==> src/rtl/ram_readback_streamer.sv <==
// Capture-RAM read-back engine: walks every RAM word and streams its slices.
// Optional: define READBACK_CHECKSUM_EN to append a modulo-2^W sum beat.
module ram_readback_streamer #(
  parameter int no_of_digits    = 10,
  parameter int radix_bits      = 3,
  parameter int address_width   = 14,
  parameter int max_ram_address = 4096,
  parameter int burst_index     = 5,
  parameter int read_latency    = 2,
  localparam int W = (no_of_digits + 1) * radix_bits
) (
  input  logic                       clk,
  input  logic                       reset,
  input  logic                       start,
  output logic [address_width-1:0]   ram_addr,
  input  logic [W*burst_index-1:0]   ram_q,
  output logic [W-1:0]               dout,
  output logic                       dout_valid,
  input  logic                       dout_ready,
  output logic                       dout_last,
  output logic                       busy,
  output logic                       done
);

  localparam int IDX_W = $clog2(burst_index + 1);
  localparam logic [IDX_W-1:0] LAST_IDX = IDX_W'(burst_index - 1);
  localparam logic [address_width-1:0] LAST_ADDR =
    address_width'(max_ram_address - 1);
  localparam logic [1:0] WAIT_LAST = 2'(read_latency - 1);

  typedef enum logic [2:0] {
    IDLE, ADDR, WAIT, LOAD, SEND, DONE
  } state_t;

  state_t                     r_state;
  logic [address_width-1:0]   r_cnt;
  logic [address_width-1:0]   r_addr;
  logic [1:0]                 r_wait;
  logic [IDX_W-1:0]           r_idx;
  logic [W*burst_index-1:0]   r_buf;
  logic [W-1:0]               r_dout;
  logic                       r_valid;
  logic                       r_last;
  logic                       r_busy;
  logic                       r_done;
`ifdef READBACK_CHECKSUM_EN
  logic [W-1:0]               r_sum;
  logic                       r_csum;
`endif

  logic                       w_accept;
  logic                       w_last_slice;
  logic                       w_last_word;
  logic [IDX_W-1:0]           w_next_idx;
  logic [W-1:0]               w_next_slice;

  assign w_accept     = r_valid && dout_ready;
  assign w_last_slice = (r_idx == LAST_IDX);
  assign w_last_word  = (r_cnt == LAST_ADDR);
  assign w_next_idx   = r_idx + 1'b1;
  assign w_next_slice = r_buf[int'(w_next_idx)*W +: W];

  assign ram_addr   = r_addr;
  assign dout       = r_dout;
  assign dout_valid = r_valid;
  assign dout_last  = r_last;
  assign busy       = r_busy;
  assign done       = r_done;

  // Read-back sequencer: address, wait out RAM latency, unpack, stream.
  always_ff @(posedge clk or posedge reset) begin
    if (reset) begin
      r_state <= IDLE;
      r_cnt   <= '0;
      r_addr  <= '0;
      r_wait  <= '0;
      r_idx   <= '0;
      r_buf   <= '0;
      r_dout  <= '0;
      r_valid <= 1'b0;
      r_last  <= 1'b0;
      r_busy  <= 1'b0;
      r_done  <= 1'b0;
`ifdef READBACK_CHECKSUM_EN
      r_sum   <= '0;
      r_csum  <= 1'b0;
`endif
    end else begin
      case (r_state)
        IDLE: begin
          r_done <= 1'b0;
          if (start) begin
            r_busy  <= 1'b1;
            r_cnt   <= '0;
            r_addr  <= '0;
            r_state <= ADDR;
`ifdef READBACK_CHECKSUM_EN
            r_sum   <= '0;
`endif
          end
        end
        ADDR: begin
          r_wait  <= '0;
          r_state <= WAIT;
        end
        WAIT: begin
          if (r_wait == WAIT_LAST) r_state <= LOAD;
          else r_wait <= r_wait + 1'b1;
        end
        LOAD: begin
          r_buf   <= ram_q;
          r_idx   <= '0;
          r_dout  <= ram_q[W-1:0];
          r_valid <= 1'b1;
          r_state <= SEND;
`ifdef READBACK_CHECKSUM_EN
          r_csum  <= 1'b0;
          r_last  <= 1'b0;
`else
          r_last  <= w_last_word && (LAST_IDX == '0);
`endif
        end
        SEND: begin
          if (w_accept) begin
`ifdef READBACK_CHECKSUM_EN
            r_sum <= r_sum + r_dout;
            if (r_csum) begin
              r_valid <= 1'b0;
              r_last  <= 1'b0;
              r_done  <= 1'b1;
              r_state <= DONE;
            end else if (!w_last_slice) begin
              r_idx  <= w_next_idx;
              r_dout <= w_next_slice;
            end else if (w_last_word) begin
              r_csum <= 1'b1;
              r_dout <= r_sum + r_dout;
              r_last <= 1'b1;
            end else begin
              r_valid <= 1'b0;
              r_cnt   <= r_cnt + 1'b1;
              r_addr  <= r_cnt + 1'b1;
              r_state <= ADDR;
            end
`else
            if (!w_last_slice) begin
              r_idx  <= w_next_idx;
              r_dout <= w_next_slice;
              r_last <= w_last_word && (w_next_idx == LAST_IDX);
            end else if (w_last_word) begin
              r_valid <= 1'b0;
              r_last  <= 1'b0;
              r_done  <= 1'b1;
              r_state <= DONE;
            end else begin
              r_valid <= 1'b0;
              r_cnt   <= r_cnt + 1'b1;
              r_addr  <= r_cnt + 1'b1;
              r_state <= ADDR;
            end
`endif
          end
        end
        DONE: begin
          r_done  <= 1'b0;
          r_busy  <= 1'b0;
          r_state <= IDLE;
        end
        default: r_state <= IDLE;
      endcase
    end
  end

endmodule
==> config.mk <==
export PLATFORM = sky130hd
export DESIGN_NAME = ram_readback_streamer
export DESIGN_NICKNAME = d
export VERILOG_FILES = /design/src/rtl/ram_readback_streamer.sv
export SDC_FILE = /design/constraint.sdc
export NUM_CORES = 1
export LEC_CHECK = 0
export CORE_ASPECT_RATIO = 0.8
export CORE_UTILIZATION = 53
export CTS_BUF_LIST = sky130_fd_sc_hd__clkbuf_4 sky130_fd_sc_hd__clkbuf_8
export CTS_CLUSTER_DIAMETER = 50
export DETAILED_ROUTE_END_ITERATION = 6
export GPL_TIMING_DRIVEN = 0
export PLACE_DENSITY = 0.83
export SLEW_MARGIN = 5
export SYNTH_ARGS = -nofsm -noshare
export SYNTH_HDL_FRONTEND = slang
export SYNTH_SLANG_ARGS = --single-unit
==> constraint.sdc <==
create_clock -name clk -period 10.6 [get_ports clk]
set_input_delay 3.18 -clock clk [delete_from_list [all_inputs] [get_ports clk]]
set_output_delay 3.18 -clock clk [all_outputs]
set_load 0.1 [all_outputs]
# ---- Word-level counts from Yosys, hierarchy flattened
# Index checks and enable logic that the tools add are counted.
dict set report word_totals {
  reg_bits 224
  out_inout_bits 51
  input_bits 169
  wordCells 82
}
dict set report op_classes {
  n_reduce_logical 17
  shifts 1
  eq_ne 18
  multipliers 1
  add_sub_neg 3
  muxes 32
}
# op n
set op_table {}
lappend op_table {{$shiftx 165x10->33} 1}
lappend op_table {{$mux 33} 2}
lappend op_table {{$pmux 33 s2} 1}
lappend op_table {{$mux 14} 4}
lappend op_table {{$pmux 14 s2} 1}
lappend op_table {{$mux 3} 7}
lappend op_table {{$ne 2x2->1 const B} 8}
lappend op_table {{$pmux 3 s5} 1}
lappend op_table {{$add 14x1->14 const B} 1}
lappend op_table {{$eq 14x12->1 const B} 1}
lappend op_table {{$eq 3x3->1 const B} 4}
lappend op_table {{$reduce_bool 2->1} 5}
lappend op_table {{$mul 3x6->9 const B} 1}
lappend op_table {{$mux 1} 9}
lappend op_table {{$reduce_and 3->1} 3}
lappend op_table {{$pmux 1 s2} 4}
lappend op_table {{$reduce_and 4->1} 2}
lappend op_table {{$eq 3x2->1 const B} 2}
lappend op_table {{$pmux 3 s2} 1}
lappend op_table {{$reduce_and 5->1} 1}
lappend op_table {{$pmux 2 s2} 1}
lappend op_table {{$reduce_and 2->1} 2}
lappend op_table {{$add 3x1->3 const B} 1}
lappend op_table {{$eq 3x1->1 const B} 1}
lappend op_table {{7 further kinds} 8}

# ---- Logic depth before layout (Yosys ltp)
dict set report depth {
  depth_word 6
  ltp_mapped 8
  ltp_nobuf 6
}

# ---- Least setup slack after synthesis
# OpenSTA, ideal clock, no wires.
dict set report synth_timing {
  path_type {input -> register}
  start {input dout_ready}
  end {register r_addr[3] (netlist: ram_addr[3])}
  slack_ps 6391
  stages 5
  setup_ps 176
  arrival_ps 4033
  path_buffers 1
  t_required_ps 10424
  cell_sequence {nand2_1 > or3_4 > o22ai_4 > buf_6 > a31oi_1}
}
dict set report synth_between {
  elab_chain_len 3
}
# item line_no
set synth_rtl {}
lappend synth_rtl {{start: declaration} 19} ;# input logic dout_ready,
lappend synth_rtl {{$logic_and 1x1->1} 57} ;# assign w_accept = r_valid && dout_ready;
lappend synth_rtl {{$ne 2x2->1 (no source line)} --}
lappend synth_rtl {{$reduce_and 5->1 (no source line)} --}
lappend synth_rtl {{end signal: assignment} 158} ;# r_addr <= r_cnt + 1'b1;
lappend synth_rtl {{end: declaration} 37} ;# logic [address_width-1:0] r_addr;
# Every way passes these cells.
# A chain may end at the register's enable or synchronous reset.

# ---- Final worst setup path
dict set report layout_timing {
  start {register r_addr[4] (netlist: ram_addr[4])}
  end {output ram_addr[4]}
}
# item line_no
set layout_lines {}
lappend layout_lines {{end: declaration} 15} ;# output logic [address_width-1:0] ram_addr,
# No word-level cell between the ends.

==> flow_metrics.env <==
export IMPL_nets=1524
export IMPL_avgSynthCellArea_um2=9.29
export IMPL_hold_viol=0
export IMPL_synthesis_nets=1267
export IMPL_die_w_um=157
export IMPL_cts_tree="done"
export IMPL_hold_buffers=0
export IMPL_final_area_mm2=0.0134
export IMPL_yosysMostFrequentCell="nand2_1"
export IMPL_root_buffer="clkbuf_8"
export IMPL_path_buf_inv=1
export IMPL_outcome="complete, no violations"
export IMPL_grt_pass1_wl_um=48600
export IMPL_cp_end_kind="primary output"
export IMPL_first_pass_iters=5
export IMPL_ys_seq_area_frac=0.552
export IMPL_cts_setup_buffers=0
export IMPL_htreeDepth=2
export IMPL_yosysTopAreaCellShare=0.552
export IMPL_ant_nets=0
export IMPL_design_core_area_mm2=0.0184
export IMPL_num_rows=44
export IMPL_yosys_top_cells_area="dfrtp_1, nand2_1, mux4_2"
export IMPL_synthCells=1093
export IMPL_vias=9156
export IMPL_synthTopCellsByCount="nand2_1, dfrtp_1, nor2_1, clkbuf_1, o31ai_1"
export IMPL_gp_congestion=0.867
export IMPL_synth_area_mm2=0.0102
export IMPL_path_cells="clkdlybuf4s50_1"
export IMPL_ios=220
export IMPL_peakVddDrop_v=0.000237
export IMPL_cp_slowest_cell="clkdlybuf4s50_1"
export IMPL_cp_slowest_stage_delay_ns=1.19
export IMPL_detailed_place_hpwl_um=21300
export IMPL_layout_drive_gt1_share=0.0878
export IMPL_cts_made_buffers=35
export IMPL_rsz0062_at_grt="no"
export IMPL_vias_per_cell=5.65
export IMPL_place_area_mm2=0.0127
export IMPL_cp_required_ns=7.42
export IMPL_portBuffers=219
export IMPL_area_growth_syn_to_layout_pct=31.9
export IMPL_yosysTopAreaCell="dfrtp_1"
export IMPL_drc=0
export IMPL_critPathMaxFanout=8
export IMPL_grt_start_max_net_pins=128
export IMPL_slew_violations=0
export IMPL_routedWlPerCell_um=18.7
export IMPL_fin_crit_sh=0.508
export IMPL_maxCapViolations=0
export IMPL_period_minus_slack_ns=5.39
export IMPL_fmax_mhz=186
export IMPL_hold_path_class="reg2reg"
export IMPL_synth_warnings=0
export IMPL_clock_latency_ns=0.53
export IMPL_grt_pass1_vias=9373
export IMPL_setup_violations_final=0
export IMPL_critPathTopFamily="buffers and inverters"
export IMPL_clk_path_buf_depth=3
export IMPL_crit_arrival_ns=2.21
export IMPL_setup_tns_ns=0
export IMPL_fp_dieArea_mm2=0.0197
export IMPL_path_class="reg2out"
export IMPL_power_density_mw_per_mm2=303
export IMPL_antenna_cells=0
export IMPL_worst_pin_slew_ns=1.05
export IMPL_finClkSkew_ns=0.00991
export IMPL_startpoint_type="flip-flop"
export IMPL_ys_ff_latch=224
export IMPL_p_leak_nw=6.29
export IMPL_die_h_um=126
export IMPL_synthArstFlopShare=1.00
export IMPL_drt_initial_drc_count=681
export IMPL_clk_pin_slew_ns=0.07
export IMPL_antenna_found_initial=1
export IMPL_relSlewSlack=0.296
export IMPL_cts_sinks=224
export IMPL_hold_slack_ns=0.472
export IMPL_track_usage=0.323
export IMPL_synth_edf_count=0
export IMPL_totalWireLength_um=30300
export IMPL_synth_distinct_cells=46
export IMPL_grt_overflow=0
export IMPL_ys_flop_type="dfrtp_1"
export IMPL_cts_resized=0
export IMPL_initial_core_util=0.550
## path summary, 6_finish.rpt
check / startpoint / end / slack, ns / cells past startpoint
worst max-delay path: ram_addr[4]$_DFFE_PP0P_ / ram_addr[4] / 5.21 / 1
worst min-delay path: r_buf[91]$_DFFE_PP0N_ / r_buf[91]$_DFFE_PP0N_ / 0.47 / 2
worst max register to register: r_idx[0]$_DFFE_PP0P_ / dout[31]$_DFFE_PP0P_ / 7.90 / 8
worst min register to register: r_buf[91]$_DFFE_PP0N_ / r_buf[91]$_DFFE_PP0N_ / 0.47 / 2
max in group asynchronous: reset / dout[20]$_DFFE_PP0P_ / 6.34 / 3
min in group asynchronous: reset / r_buf[129]$_DFFE_PP0N_ / 3.17 / 2
## logic make-up after synthesis
kind of cell | synth area share
multiplexers | 0.0752
buffers and inverters | 0.0360
flip-flops | 0.552
adder cells (fa/ha/maj) | 0.00616
AO/OA/AOI/OAI | 0.0879
AND/OR/NAND/NOR | 0.242
XOR/XNOR | 0.000863
## worst reg2reg max path: stages (launching register included)
cell,delay [ns]
dfrtp_1,0.36
buf_2,0.23
inv_1,0.09
ha_1,0.28
buf_2,0.24
buf_2,0.40
mux4_2,0.57
a221oi_1,0.30
o31ai_1,0.12
## power breakdown
| group | switching, mW | internal, mW | leakage [nW] | total [mW] |
|---|---|---|---|---|
| clock | 0.334 | 0.414 | 0.368 | 0.748 |
| sequential | 0.227 | 1.24 | 2.79 | 1.47 |
| combinational | 1.20 | 0.633 | 3.13 | 1.83 |
## final cells by class
cell class,count,area [um2]
fill,1384,5060
timing repair buffer,220,2220
buffer,74,313
multi-input combinational,781,4180
clock inverter,3,40.0
tap,253,317
inverter,14,60.1
clock buffer,51,652
sequential,224,5610
## cell usage in the layout (no fill, tap or decap), types with 3 or more instances in the layout
cell / n
o31ai_1: 35
nor2_1: 46
o21ai_0: 14
nor4_1: 3
ha_1: 5
clkbuf_1: 43
clkbuf_4: 8
buf_1: 8
dfrtp_1: 224
buf_2: 22
inv_1: 13
clkbuf_8: 43
o21a_1: 3
nand3_1: 4
nand2_1: 544
nand4_1: 5
clkdlybuf4s50_1: 219
mux4_2: 33
a21oi_1: 8
a31oi_1: 13
nor3_1: 5
a221oi_1: 33
## routing by layer
layer  track usage  vias to the layer above  share of wire
met4         0.110                        2          0.026
met2         0.504                      490           0.46
met1         0.453                     4465           0.42
met5             0                        -        0.00043
met3        0.0661                       66          0.097
li1              -                     4133              -
## stage by stage
| stage | power [mW] | setup WS [ns] | util | std cells |
|---|---|---|---|---|
| detailed placement | 3.30 | 5.70 | 0.688 | 1566 |
| CTS | 4.05 | 5.20 | 0.726 | 1620 |
| global route | 4.28 | 5.15 | 0.726 | 1620 |
| floorplan | 2.75 | 1.29 | - | 1093 |
| finish | 4.05 | 5.21 | 0.726 | 1620 |
| global placement | 3.23 | -1.44 | 0.686 | 1565 |
## flip-flops by register name, indices dropped and copies added (netlist names)
name,flops
dout,33
r_idx,3
busy,1
dout_last,1
ram_addr,14
done,1
r_wait,2
dout_valid,1
r_state,3
r_buf,165
No activity file was read; power rests on OpenSTA's default activity.
